===== config.mk =====
export PLATFORM = sky130hd
export DESIGN_NAME = alu_multicycle
export DESIGN_NICKNAME = d
export VERILOG_FILES = /design/src/rtl/alu_multicycle.sv
export SDC_FILE = /design/constraint.sdc
export NUM_CORES = 1
export LEC_CHECK = 0
export CAP_MARGIN = 20
export CORE_UTILIZATION = 30
export CTS_CLUSTER_DIAMETER = 50
export DETAILED_ROUTE_END_ITERATION = 16
export PLACE_DENSITY_LB_ADDON = 0.3
export SYNTH_ARGS = -nofsm -noshare
export SYNTH_HDL_FRONTEND = slang
export SYNTH_SLANG_ARGS = --single-unit

===== constraint.sdc =====
create_clock -name clk -period 7.2 [get_ports clk]
set_input_delay 2.16 -clock clk [delete_from_list [all_inputs] [get_ports clk]]
set_output_delay 2.16 -clock clk [all_outputs]
set_load 0.02 [all_outputs]

===== src/rtl/alu_multicycle.sv =====
// alu_multicycle: 16-bit multi-cycle ALU for the MIPS-16 datapath.
// Single-cycle ADD/SUB/logic ops; iterative shift-add MUL and restoring DIV.
//
// Ports:
//   clk        rising-edge clock
//   reset      synchronous active-low reset
//   start      operation request, sampled only while busy=0
//   alucontrol 3-bit op: ADD SUB MUL DIV AND OR XOR XNOR
//   a, b       operands (dividend/multiplicand, divisor/multiplier)
//   result     result / low product / quotient
//   hi         high product / remainder / 0
//   zero       result==0, updated with done
//   divzero    DIV with b==0, updated with done
//   busy       MUL/DIV iteration in progress
//   done       one-cycle completion pulse
module alu_multicycle #(
    parameter int WIDTH = 16
) (
    input  logic             clk,
    input  logic             reset,
    input  logic             start,
    input  logic [2:0]       alucontrol,
    input  logic [WIDTH-1:0] a,
    input  logic [WIDTH-1:0] b,
    output logic [WIDTH-1:0] result,
    output logic [WIDTH-1:0] hi,
    output logic             zero,
    output logic             divzero,
    output logic             busy,
    output logic             done
);

    localparam int CW = $clog2(WIDTH + 1);

    localparam logic [1:0] S_IDLE = 2'd0;
    localparam logic [1:0] S_MUL  = 2'd1;
    localparam logic [1:0] S_DIV  = 2'd2;

    localparam logic [2:0] OP_ADD  = 3'b000;
    localparam logic [2:0] OP_SUB  = 3'b001;
    localparam logic [2:0] OP_MUL  = 3'b010;
    localparam logic [2:0] OP_DIV  = 3'b011;
    localparam logic [2:0] OP_AND  = 3'b100;
    localparam logic [2:0] OP_OR   = 3'b101;
    localparam logic [2:0] OP_XOR  = 3'b110;
    localparam logic [2:0] OP_XNOR = 3'b111;

    logic [1:0]         state_q,   state_d;
    logic [CW-1:0]      cnt_q,     cnt_d;
    logic [2*WIDTH-1:0] work_q,    work_d;
    logic [WIDTH-1:0]   opb_q,     opb_d;
    logic [WIDTH-1:0]   result_q,  result_d;
    logic [WIDTH-1:0]   hi_q,      hi_d;
    logic               zero_q,    zero_d;
    logic               divzero_q, divzero_d;
    logic               busy_q,    busy_d;
    logic               done_q,    done_d;

    // Single-cycle datapath
    logic [WIDTH-1:0] alu_res;

    always_comb begin
        alu_res = '0;
        unique case (alucontrol)
            OP_ADD:  alu_res = a + b;
            OP_SUB:  alu_res = a - b;
            OP_AND:  alu_res = a & b;
            OP_OR:   alu_res = a | b;
            OP_XOR:  alu_res = a ^ b;
            OP_XNOR: alu_res = ~(a ^ b);
            default: alu_res = '0;
        endcase
    end

    // MUL step: work = {acc, multiplier}. Add multiplicand into the
    // accumulator when the multiplier LSB is set, then shift the whole
    // register right with the adder carry entering at the top.
    logic [WIDTH:0]     mul_sum;
    logic [2*WIDTH-1:0] mul_next;

    always_comb begin
        mul_sum  = {1'b0, work_q[2*WIDTH-1:WIDTH]}
                 + (work_q[0] ? {1'b0, opb_q} : '0);
        mul_next = {mul_sum, work_q[WIDTH-1:1]};
    end

    // DIV step: work = {remainder, dividend/quotient}. Shift the next
    // dividend bit into the remainder, trial-subtract the divisor and
    // keep the difference only when it did not borrow.
    logic [WIDTH:0]     div_trial;
    logic               div_ge;
    logic [WIDTH-1:0]   div_rem;
    logic [2*WIDTH-1:0] div_next;

    always_comb begin
        div_trial = {work_q[2*WIDTH-1:WIDTH], work_q[WIDTH-1]}
                  - {1'b0, opb_q};
        div_ge    = ~div_trial[WIDTH];
        div_rem   = div_ge ? div_trial[WIDTH-1:0]
                           : {work_q[2*WIDTH-2:WIDTH], work_q[WIDTH-1]};
        div_next  = {div_rem, work_q[WIDTH-2:0], div_ge};
    end

    // Next-state logic
    always_comb begin
        state_d   = state_q;
        cnt_d     = cnt_q;
        work_d    = work_q;
        opb_d     = opb_q;
        result_d  = result_q;
        hi_d      = hi_q;
        zero_d    = zero_q;
        divzero_d = divzero_q;
        busy_d    = busy_q;
        done_d    = 1'b0;

        case (state_q)
            S_IDLE: begin
                if (start) begin
                    if (alucontrol == OP_MUL) begin
                        state_d = S_MUL;
                        cnt_d   = CW'(WIDTH);
                        work_d  = {{WIDTH{1'b0}}, b};
                        opb_d   = a;
                        busy_d  = 1'b1;
                    end else if (alucontrol == OP_DIV && b != '0) begin
                        state_d = S_DIV;
                        cnt_d   = CW'(WIDTH);
                        work_d  = {{WIDTH{1'b0}}, a};
                        opb_d   = b;
                        busy_d  = 1'b1;
                    end else if (alucontrol == OP_DIV) begin
                        // Divide by zero finishes immediately with
                        // all-ones quotient and the dividend as remainder.
                        result_d  = '1;
                        hi_d      = a;
                        zero_d    = 1'b0;
                        divzero_d = 1'b1;
                        done_d    = 1'b1;
                    end else begin
                        result_d  = alu_res;
                        hi_d      = '0;
                        zero_d    = (alu_res == '0);
                        divzero_d = 1'b0;
                        done_d    = 1'b1;
                    end
                end
            end

            S_MUL: begin
                work_d = mul_next;
                cnt_d  = cnt_q - 1'b1;
                if (cnt_q == CW'(1)) begin
                    state_d   = S_IDLE;
                    busy_d    = 1'b0;
                    done_d    = 1'b1;
                    result_d  = mul_next[WIDTH-1:0];
                    hi_d      = mul_next[2*WIDTH-1:WIDTH];
                    zero_d    = (mul_next[WIDTH-1:0] == '0);
                    divzero_d = 1'b0;
                end
            end

            S_DIV: begin
                work_d = div_next;
                cnt_d  = cnt_q - 1'b1;
                if (cnt_q == CW'(1)) begin
                    state_d   = S_IDLE;
                    busy_d    = 1'b0;
                    done_d    = 1'b1;
                    result_d  = div_next[WIDTH-1:0];
                    hi_d      = div_next[2*WIDTH-1:WIDTH];
                    zero_d    = (div_next[WIDTH-1:0] == '0);
                    divzero_d = 1'b0;
                end
            end

            default: begin
                state_d = S_IDLE;
                busy_d  = 1'b0;
            end
        endcase
    end

    always_ff @(posedge clk) begin
        if (!reset) begin
            state_q   <= S_IDLE;
            cnt_q     <= '0;
            work_q    <= '0;
            opb_q     <= '0;
            result_q  <= '0;
            hi_q      <= '0;
            zero_q    <= 1'b0;
            divzero_q <= 1'b0;
            busy_q    <= 1'b0;
            done_q    <= 1'b0;
        end else begin
            state_q   <= state_d;
            cnt_q     <= cnt_d;
            work_q    <= work_d;
            opb_q     <= opb_d;
            result_q  <= result_d;
            hi_q      <= hi_d;
            zero_q    <= zero_d;
            divzero_q <= divzero_d;
            busy_q    <= busy_d;
            done_q    <= done_d;
        end
    end

    assign result  = result_q;
    assign hi      = hi_q;
    assign zero    = zero_q;
    assign divzero = divzero_q;
    assign busy    = busy_q;
    assign done    = done_q;

endmodule


# --- Yosys cells after proc, flatten, opt, wreduce, memory -nomap -nowiden ---
# Index checks and enable logic that the tools add are counted.
op_classes:
  addsub: 5
  n_eq_ne: 17
  n_mux: 54
  n_bitwise: 5
  n_reduce_logical: 17
ops:
  columns: ["operator", "n"]
  rows:
  - ["$mux 16", 16]
  - ["$mux 32", 3]
  - ["$pmux 16 s3", 2]
  - ["$pmux 16 s6", 1]
  - ["$pmux 32 s3", 1]
  - ["$logic_not 16->1", 3]
  - ["$mux 1", 18]
  - ["$add 16x16->17", 1]
  - ["$sub 17x16->17", 1]
  - ["$add 16x16->16", 1]
  - ["$and 16x16->16", 1]
  - ["$not 16->16", 1]
  - ["$or 16x16->16", 1]
  - ["$reduce_bool 16->1", 1]
  - ["$sub 16x16->16", 1]
  - ["$xor 16x16->16", 1]
  - ["$mux 5", 3]
  - ["$eq 3x3->1 const B", 4]
  - ["$reduce_and 3->1", 4]
  - ["$ne 2x2->1 const B", 5]
  - ["$pmux 5 s2", 1]
  - ["$mux 2", 4]
  - ["$eq 3x2->1 const B", 2]
  - ["$pmux 1 s2", 3]
  - ["other kinds (18)", 19]
totals:
  reg_bits: 91
  input_bits: 38
  output_inout_bits: 36
  wordCells: 108

# --- Depth between registers and ports, before layout ---
# Gate-level depths: netlist of the first run.
depth:
  word_depth: 9
  ltp_mapped: 17
  ltp_nobuf: 16

# --- Least setup slack after synthesis of the first run ---
# No wires, ideal clock.
synth_path:
  path_kind: "input -> register"
  start: "in alucontrol[0]"
  end: "reg zero_q (netlist: zero)"
  setup_ps: 84
  t_arrival_ps: 5761
  t_required_ps: 7116
  setup_slack_ps: 1355
  stages: 16
  n_path_buf: 3
  path_cell_list: "clkbuf_1 clkbuf_1 clkbuf_1 nand2_1 o21ai_0 inv_1 ha_1 nor2b_1 o31a_1 o31ai_1 o211ai_1 a31oi_1 xor2_1 o22ai_1 or4_1 o31ai_2"
synth_via:
  elab_chain_cells: 8
  elab_cells_between_ends: 19
  cone_classes: "9 x eq/ne; 6 x mux; 4 x reduce/logical"
synth_lines:
  columns: ["element", "line_no", "source"]
  rows:
  - ["start, declared", "22", "input logic [2:0] alucontrol,"]
  - ["$eq 3x3->1, or another cell as far along", "64", "unique case (alucontrol)"]
  - ["$pmux 16 s6", "64", null]
  - ["$logic_not 16->1", "143", "zero_d = (alu_res == '0);"]
  - ["$mux 1", "132", "end else if (alucontrol == OP_DIV) begin"]
  - ["$mux 1", "126", "end else if (alucontrol == OP_DIV && b != '0) begin"]
  - ["$mux 1", "120", "if (alucontrol == OP_MUL) begin"]
  - ["$mux 1", "119", "if (start) begin"]
  - ["$pmux 1 s3", "117", "case (state_q)"]
  - ["end signal, assigned", "204", "zero_q <= zero_d;"]
  - ["end, declared", "54", "logic zero_q, zero_d;"]
# Parallel ways exist; a longest one is shown, timed or not. The select of a mux whose other input is x is not followed.
# A chain may end at the register's enable or synchronous reset.

# --- Worst setup path in the final report of the first run ---
layout_path:
  start: "in b[2]"
  end: "reg zero_q (netlist: zero)"
layout_via:
  elab_chain_cells: 9
  elab_cells_between_ends: 17
  cone_classes: "2 x add/sub; 1 x eq/ne; 6 x mux; 4 x bitwise; 4 x reduce/logical"
layout_lines:
  columns: ["element", "line_no", "source"]
  rows:
  - ["start, declared", "24", "input logic [WIDTH-1:0] b,"]
  - ["branches (longest 9 deep; another with $sub 16x16->16)", null, null]
# Parallel ways; which one is timed is not known. The select of a mux whose other input is x is not followed.

==> results of run 1 <==
==> layer usage <==
layer	track usage	part of all wire	vias to the layer above
li1	-	-	4042
met5	0	0	-
met1	0.273	0.48	3882
met4	0.0799	0.033	0
met3	0.0274	0.045	39
met2	0.298	0.44	204
==> state kept, by name, indices dropped and copies added, names as in the netlist <==
name and cells:
done 1, busy 1, zero 1, result 16, state_q 2, hi 16, opb_q 16, work_q 32
cnt_q 5, divzero 1
==> through the flow <==
step	hold WS, ps	util
floorplan	457	-
global placement	473	0.347
detailed placement	478	0.347
CTS	487	0.359
global route	527	0.359
finish	475	0.359
==> kinds of logic after synthesis <==
group | Yosys count | synth area share
buffers and inverters | 130 | 0.0611
XOR/XNOR | 47 | 0.0492
AND/OR/NAND/NOR | 284 | 0.164
multiplexers | 41 | 0.0510
adder cells (fa/ha/maj) | 89 | 0.136
flip-flops | 91 | 0.218
AO/OA/AOI/OAI | 402 | 0.322
==> worst register-to-register path: cells and delay by family (launching register included) <==
kind / cells / cell delay [ps]
adder cells (fa/ha/maj): 2 / 650
buffers and inverters: 3 / 530
AND/OR/NAND/NOR: 2 / 360
flip-flops: 1 / 340
AO/OA/AOI/OAI: 6 / 2490
==> final cells by class <==
cell class                      instances  area [um^2]
Fill cell                            2895        17400
Multi-Input combinational cell        863         6060
Sequential cell                        91         1820
Timing Repair Buffer                   86          818
Tap cell                              372          465
Inverter                               67          251
Clock buffer                           11          243
Clock inverter                          4         98.8
==> how the worst min path moves through the flow <==
stage | from | to | slack (ps)
finish | busy | busy | 470
global route | busy | busy | 530
CTS | busy | busy | 490
detailed placement | busy | busy | 480
global placement | busy | busy | 470
floorplan | work_q[1] | work_q[1] | 460
==> cell usage in the layout (no fill, tap or decap), drive strengths merged, types with 16 or more instances in the layout <==
| cell | instances |
|---|---|
| a21boi | 18 |
| a21oi | 93 |
| a31oi | 16 |
| and2 | 22 |
| clkdlybuf4s50 | 71 |
| dfxtp | 91 |
| ha | 86 |
| inv | 66 |
| mux2i | 28 |
| nand2 | 89 |
| nor2 | 73 |
| nor2b | 22 |
| o211a | 19 |
| o211ai | 38 |
| o21ai | 91 |
| xnor2 | 34 |
==> power groups by stage <==
stage	combinational [mW]	sequential, mW	clock (mW)
6_report	0.622	0.568	0.560
5_1_grt	0.684	0.573	0.590
4_1_cts	0.622	0.569	0.568
3_5_place_dp	0.618	0.580	0
3_3_place_gp	0.615	0.580	0
2_1_floorplan	0.396	0.595	0
==> flow_metrics.py, run 1 <==
metrics = {
    "route": {
        "drt_iter0_markers": 461,
        "vias_per_cell": 5.47,
        "wl_mm": 27.6,
        "dr.pass1.iters": 5,
        "num_vias": 8167,
        "drc_errors": 0,
        "ant_nets": 0,
        "wire_per_inst_um": 18.5,
    },
    "logic_synthesis": {
        "syn_area_mm2": 0.00837,
        "ys_types": 72,
        "synthTopCellsByCount": "93 x a21oi_1, 91 x dfxtp_1, 90 x o21ai_0",
        "ys_seq_area_frac": 0.218,
        "synth-seq-cells": 91,
        "syn-instance-count": 1084,
        "ys_warn_count": 0,
        "synth_edf_count": 0,
        "ys.flop_type": "dfxtp_1",
        "yosys.area.top_type": "dfxtp_1",
        "yosysMostFrequentCell": "a21oi_1",
        "synth_fp_nets": 1211,
        "synthTopCellsByArea": "dfxtp_1 22%, ha_1 13%, a21oi_1 5.6%",
        "synth-async-reset-ratio": 0,
        "synth_top_area_frac": 0.218,
        "avgSynthCellArea_um2": 7.72,
    },
    "power_and_ir_drop": {
        "ir_drop_v": 0.0000894,
        "p_per_area_mw_per_mm2": 179,
        "p_seq_frac": 0.325,
        "p_leak_nw": 4.06,
        "pwr-share-clk": 0.320,
        "p_comb_frac": 0.356,
        "swShare": 0.346,
        "internal-power_mw": 1.14,
        "p_sw_mw": 0.606,
        "p_total_mw": 1.75,
    },
    "cts": {
        "path_clk_slew_ps": 70,
        "ctsResizeCount": 0,
        "clk_latency_ps": 350,
        "clock_sink_count": 91,
        "cts.htree.levels": 3,
        "postCtsHoldBufs": 0,
        "cts_inserted_buffers": 9,
        "cts_tree": "built",
        "clock_path_buffers": 2,
        "post_cts_buffers": 0,
        "cts-root-buf": "clkbuf_16",
    },
    "place": {
        "place_inst": 1479,
        "port-buffer-count": 73,
        "place_hpwl_mm": 20.8,
        "place_ws_ps": 792,
        "placed_cell_area_mm2": 0.00942,
        "gp_congestion": 0.894,
    },
    "setup_path": {
        "r2r-end": "hi[12]",
        "worstSetupStartpointType": "input pin",
        "cp-startpoint": "b[2]",
        "path_buf_inv": 1,
        "cpMaxStageDelayCell": "nor3b_1",
        "rr_startpoint": "work_q[15]",
        "path_delay_family": "simple AND/OR/NAND/NOR gates",
        "crit_arrival_ps": 6400,
        "r2r_cells": 13,
        "crit_path_end_kind": "flip-flop",
        "cp.depth": 15,
        "r2r_slack_ps": 2690,
        "cp_cell_sequence": "clkdlybuf4s50_1 -> nor3_1 -> nor3b_1 -> nand3_1 -> nand2_1 -> xnor2_1 -> ha_1 -> or3_1 -> o211ai_1 -> o211ai_1 -> a31oi_1 -> xor2_1 -> o22ai_1 -> or4_1 -> o31ai_2",
        "cp_max_fo": 7,
        "endpoint": "zero",
        "required_ps": 7480,
        "critical_path.most_common_cell": "o211ai_1",
        "path_class": "in2reg",
        "max_stage_delay_ps": 560,
    },
    "die": {
        "boundaryPins": 74,
        "fp.dieH_um": 169,
        "die_w_um": 169,
        "initial_utilization": 0.308,
        "die_area_mm2": 0.0286,
        "num_rows": 60,
        "coreArea_mm2": 0.0272,
    },
    "timing": {
        "period_minus_slack_ps": 6120,
        "fin_ws_ps": 1080,
        "setup_viol": 0,
        "finalHoldViolCount": 0,
        "fin_crit_sh": 0.850,
        "slew_headroom": 0.360,
        "skew_ps": 7.76,
        "worstMarginPinSlew_ps": 957,
        "rsz0062_at_grt": "false",
        "fin_setup_tns_ps": 0,
        "maxSlewViolCount": 0,
        "max_freq_ghz": 0.163,
    },
    "grt": {
        "grt_max_degree": 93,
        "grt_pass1_vias": 7520,
        "grtUsageTotal": 0.195,
        "overflow": 0,
        "grt_first_pass_wirelength_mm": 43.4,
        "antenna_found_initial": 0,
    },
    "layout": {
        "final_cell_count_no_fill": 1494,
        "antenna_cells": 0,
        "final_area_mm2": 0.00976,
        "drive_above_1_share": 0.0544,
        "num-nets-final": 1245,
        "synthToLayoutAreaGrowth_pct": 16.6,
    },
    "run": {
        "drv_cap": 0,
    },
    "worst_hold_path": {
        "hold_depth": 2,
        "hp-class": "reg2reg",
    },
    "status": {
        "status": "complete, no violations",
    },
}
No activity file was read; power rests on OpenSTA's default activity.
==> inputs of run 2 (changes only) <==
--- a/config.mk
+++ b/config.mk
@@ -9,7 +9,7 @@
 export CORE_UTILIZATION = 30
 export CTS_CLUSTER_DIAMETER = 50
 export DETAILED_ROUTE_END_ITERATION = 16
-export PLACE_DENSITY_LB_ADDON = 0.3
+export PLACE_DENSITY_LB_ADDON = 0.05
 export SYNTH_ARGS = -nofsm -noshare
 export SYNTH_HDL_FRONTEND = slang
 export SYNTH_SLANG_ARGS = --single-unit
==> run 2 against run 1 <==
Against the previous run: fmax up 0.84%; final cell count up 0.33%; worst setup slack better by 51 ps; register-to-register slack better by 60 ps; combinational power up 2%; global-route usage up 2.3 points; via count down 1.1%; clock skew up 10 ps; sequential power about the same; wire length up 9.9%.
==> flow_metrics.py, run 2 (synthesis gave the netlist of run 1 again) <==
metrics = {
    "timing": {
        "fin_ws_ps": 1130,
        "fin_crit_sh": 0.843,
        "slew_headroom": 0.288,
        "worstMarginPinSlew_ps": 1040,
        "rsz0062_at_grt": "false",
        "maxSlewViolCount": 0,
        "max_freq_ghz": 0.165,
        "finalHoldViolCount": 0,
        "skew_ps": 18.0,
        "fin_setup_tns_ps": 0,
        "setup_viol": 0,
        "period_minus_slack_ps": 6070,
    },
    "setup_path": {
        "r2r_cells": 13,
        "r2r_slack_ps": 2750,
        "crit_arrival_ps": 6340,
        "worstSetupStartpointType": "input pin",
        "cp_cell_sequence": "clkdlybuf4s50_1 -> or3_1 -> nor3b_1 -> nand3_1 -> nand2_1 -> xnor2_1 -> ha_1 -> or3_1 -> o211ai_1 -> o211ai_1 -> a31oi_1 -> xor2_1 -> o22ai_1 -> or4_1 -> o31ai_2",
        "rr_startpoint": "work_q[15]",
        "cp_max_fo": 7,
        "cpMaxStageDelayCell": "nor3b_1",
        "required_ps": 7470,
        "cp.depth": 15,
        "crit_path_end_kind": "flip-flop",
        "max_stage_delay_ps": 570,
        "path_class": "in2reg",
        "r2r-end": "hi[12]",
        "path_delay_family": "simple AND/OR/NAND/NOR gates",
        "cp-startpoint": "b[5]",
        "path_buf_inv": 1,
    },
    "route": {
        "ant_nets": 0,
        "wl_mm": 30.4,
        "wl_met1_mm": 15.6,
        "routed.top_layer": "met4",
        "wire_per_inst_um": 20.3,
        "dr.pass1.iters": 7,
        "drc_errors": 0,
        "vias_per_cell": 5.39,
        "wl_met3_um": 937,
        "drt_iter0_markers": 477,
        "num_vias": 8078,
        "routed-wl-met2_mm": 13.4,
    },
    "cts": {
        "clock_path_buffers": 2,
        "clock_sink_count": 91,
        "cts.htree.levels": 3,
        "postCtsHoldBufs": 0,
        "cts_inserted_buffers": 9,
        "post_cts_buffers": 0,
        "cts_tree": "built",
        "cts-root-buf": "clkbuf_16",
        "clk_latency_ps": 360,
        "path_clk_slew_ps": 80,
        "ctsResizeCount": 0,
    },
    "die": {
        "coreArea_mm2": 0.0272,
        "die_area_mm2": 0.0286,
        "fp.dieH_um": 169,
        "boundaryPins": 74,
        "die_w_um": 169,
        "num_rows": 60,
        "initial_utilization": 0.308,
    },
    "grt": {
        "grt_pass1_vias": 7868,
        "grt_max_degree": 53,
        "overflow": 0,
        "antenna_found_initial": 0,
        "grtUsageTotal": 0.218,
        "grt_first_pass_wirelength_mm": 47.8,
    },
    "place": {
        "gp_congestion": 0.913,
        "place_ws_ps": 800,
        "port-buffer-count": 73,
        "placed_cell_area_mm2": 0.00945,
        "place_hpwl_mm": 23.1,
    },
    "worst_hold_path": {
        "min-delay-start": "busy",
        "hp-class": "reg2reg",
        "holdPathEnd": "busy",
        "hold_depth": 2,
    },
    "power_and_ir_drop": {
        "p_leak_nw": 4.06,
        "p_total_mw": 1.72,
        "ir_drop_v": 0.0000847,
        "p_per_area_mw_per_mm2": 176,
    },
    "layout": {
        "regMostFlops": "work_q",
        "antenna_cells": 0,
        "largest_reg_flops": 32,
        "final_area_mm2": 0.00976,
        "drive_above_1_share": 0.0594,
        "final_common_cell": "a21oi_1",
        "num-nets-final": 1249,
        "final_cell_mix": "92 x a21oi_1, 91 x dfxtp_1, 90 x o21ai_0",
        "synthToLayoutAreaGrowth_pct": 16.6,
    },
    "status": {
        "status": "complete, no violations",
    },
    "run": {
        "drv_cap": 0,
    },
}
[run 2: cell types whose count changed in the layout (fill, tap and decap cells not counted), sizes merged]
cell      delta
inv          +1
clkinvlp     +1
buf          +4
clkbuf       -1
bufinv       -2
clkinv       +2
[run 2: power breakdown]
group	switching, mW	total [mW]	internal (mW)
combinational	0.376	0.634	0.259
sequential	0.0288	0.567	0.539
clock	0.232	0.515	0.283
[run 2: through the flow]
step | hold WS (ps) | utilization | cells
2_1_floorplan | 457 | - | 1084
3_3_place_gp | 458 | 0.348 | 1483
3_5_place_dp | 458 | 0.348 | 1483
4_1_cts | 470 | 0.359 | 1499
5_1_grt | 520 | 0.359 | 1499
6_report | 466 | 0.359 | 1499
[run 2: how the worst max path moves through the flow]
stage / to / slack [ps]
after CTS: zero / 1160
after floorplan: zero / 1350
after global routing: zero / 900
after detailed placement: zero / 800
after global placement: zero / 880
final: zero / 1130
[run 2: final cells by class]
cell class,count,area [um^2]
fillers,2906,17400
well taps,372,465
inverters,67,251
repair buffers,90,848
clock inverters,6,72.6
clock buffers,10,239
multi-input cells,863,6060
flip-flops and latches,91,1820
[run 2: worst register-to-register path: stages, from the launching register on]
cell       delay [ps]
dfxtp_1           350
inv_1             160
ha_1              230
inv_1              70
fa_1              420
a211oi_1          340
o21ai_0           210
a2111oi_0         930
or2_2             270
a211o_1           120
buf_4             320
a211oi_1          190
a2111oi_0         620
nor2_1            100
[run 2: layer usage]
| layer | up-vias | global-route usage |
|---|---|---|
| li1 | 4047 | - |
| met1 | 3844 | 0.316 |
| met2 | 159 | 0.342 |
| met3 | 28 | 0.0234 |
| met4 | 0 | 0.0541 |
| met5 | - | 0 |
==> inputs of run 3 (changes only) <==
==> constraint.sdc (replaced) <==
create_clock -name clk -period 5.3 [get_ports clk]
set_input_delay 1.59 -clock clk [delete_from_list [all_inputs] [get_ports clk]]
set_output_delay 1.59 -clock clk [all_outputs]
set_load 0.02 [all_outputs]
==> run 3 against run 2 <==
Against the previous run: sequential share of layout area shrank 0.85 points; worst setup slack lost 800 ps; first-iteration DRC count shrank 26%; count of clock-buffer cells in the layout is the same; cell area grew 4.8%; global-route usage shrank 0.070 points; critical endpoint unchanged; flip-flop and latch count is the same.
==> flow_metrics.py, run 3 (synthesis gave the netlist of run 1 again) <==
metrics = {
    "worst_hold_path": {
        "hold_depth": 2,
        "hp-class": "reg2reg",
        "min-delay-start": "busy",
        "holdPathEnd": "busy",
    },
    "setup_path": {
        "crit_path_end_kind": "flip-flop",
        "path_class": "in2reg",
        "r2r_slack_ps": 1100,
        "required_ps": 5560,
        "rr_startpoint": "work_q[15]",
        "crit_arrival_ps": 5240,
        "r2r_cells": 15,
        "cp_max_fo": 3,
        "worstSetupStartpointType": "input pin",
        "r2r-end": "hi[5]",
    },
    "route": {
        "dr.pass1.iters": 5,
        "ant_nets": 0,
        "wl_mm": 30.5,
        "vias_per_cell": 5.28,
        "num_vias": 8198,
        "drt_iter0_markers": 353,
        "drc_errors": 0,
        "wire_per_inst_um": 19.6,
    },
    "timing": {
        "fin_ws_ps": 327,
        "slew_headroom": 0.378,
        "worstMarginPinSlew_ps": 934,
        "finalHoldViolCount": 0,
        "hold-worst-slack_ps": 468,
        "fin_crit_sh": 0.938,
        "rsz0062_at_grt": "false",
        "maxSlewViolCount": 0,
        "max_freq_ghz": 0.201,
        "skew_ps": 17.5,
        "setup_viol": 0,
        "period_minus_slack_ps": 4970,
    },
    "cts": {
        "cts-root-buf": "clkbuf_16",
        "path_clk_slew_ps": 70,
        "cts_tree": "built",
        "cts.htree.levels": 3,
        "clock_path_buffers": 2,
        "cts_inserted_buffers": 9,
        "clk_latency_ps": 360,
        "postCtsHoldBufs": 0,
        "clock_sink_count": 91,
    },
    "place": {
        "port-buffer-count": 73,
        "gp_congestion": 0.896,
        "place_ws_ps": -123,
        "placed_cell_area_mm2": 0.00988,
        "place_hpwl_mm": 23.9,
    },
    "grt": {
        "antenna_found_initial": 0,
        "grt_pass1_vias": 8119,
        "grt_first_pass_wirelength_mm": 47.7,
        "overflow": 0,
        "grtUsageTotal": 0.217,
        "grt_max_degree": 59,
    },
    "status": {
        "status": "complete, no violations",
    },
    "die": {
        "initial_utilization": 0.308,
        "die_w_um": 169,
        "die_area_mm2": 0.0286,
        "num_rows": 60,
        "fp.dieH_um": 169,
        "coreArea_mm2": 0.0272,
        "boundaryPins": 74,
    },
    "layout": {
        "final_area_mm2": 0.0102,
        "synthToLayoutAreaGrowth_pct": 22.1,
        "largest_reg_flops": 32,
        "final_cell_mix": "91 x a21oi_1, 91 x dfxtp_1, 89 x nand2_1",
        "num-nets-final": 1302,
        "antenna_cells": 0,
        "final_core_util": 0.376,
        "fillers": 2931,
        "regMostFlops": "work_q",
        "drive_above_1_share": 0.103,
    },
    "run": {
        "drv_cap": 0,
    },
    "power_and_ir_drop": {
        "p_per_area_mw_per_mm2": 240,
        "p_leak_nw": 4.34,
        "ir_drop_v": 0.000165,
    },
}
## run 3: cell count changes in the layout (fill, tap and decap cells not counted), moves of 3 or more
cell      before  now
buf_4         17   67
clkinv_4       3    0
o21ai_0       90   87
buf_12         0    3
o21ai_1        0    3
## run 3: metrics by stage
step	instances	TNS (ps)	total power [mW]
finish	1552	0	2.45
global route	1552	0	2.59
CTS	1552	0	2.47
detailed placement	1536	-123	1.72
global placement	1536	-132	1.72
floorplan	1084	0	1.35
## run 3: power breakdown
part	switching [mW]	total [mW]	internal (mW)
Combinational	0.523	0.931	0.408
Sequential	0.0397	0.772	0.732
Clock	0.318	0.751	0.433
Total	0.880	2.45	1.57
## run 3: worst max path at each step
stage / start / end / slack, ps / cells after the start
global placement: b[0] / zero / -130 / 18
CTS: b[1] / zero / 230 / 17
floorplan: alucontrol[0] / zero / 20 / 16
detailed placement: b[1] / zero / -120 / 17
global route: b[1] / zero / 30 / 17
finish: b[1] / zero / 330 / 17
## run 3: area by class of cell
type | instances | area [um^2] | area share
inverter | 67 | 251 | 0.0246
timing repair buffer | 143 | 1280 | 0.126
clock buffer | 10 | 239 | 0.0234
clock inverter | 6 | 93.8 | 0.00918
multi-input combinational | 863 | 6070 | 0.594
sequential | 91 | 1820 | 0.178
tap | 372 | 465 | 0.0455
## run 3: timing repair
action                                  CTS  global route
buffers inserted                          0             0
endpoints found under the hold margin     0             0
endpoints found under the setup margin    0             1
gates resized for setup                   0             5
## run 3: critical path, cell delays in order
cell,delay (ps)
clkdlybuf4s50_1,470
inv_1,100
ha_1,170
nand2b_1,110
or3_1,410
o21ai_1,160
xnor2_1,80
ha_1,200
or2_2,300
or3_1,300
nor3_1,140
o21ai_1,130
nand2_1,90
xor2_1,150
o22ai_1,130
or4_1,540
o31ai_2,170
## run 3: routing by layer
metal,GRT usage,up-vias,part of all wire
met5,0,-,0
met4,0.0654,0,0.024
met3,0.0208,30,0.022
met2,0.349,147,0.44
met1,0.306,3873,0.52
li1,-,4148,-
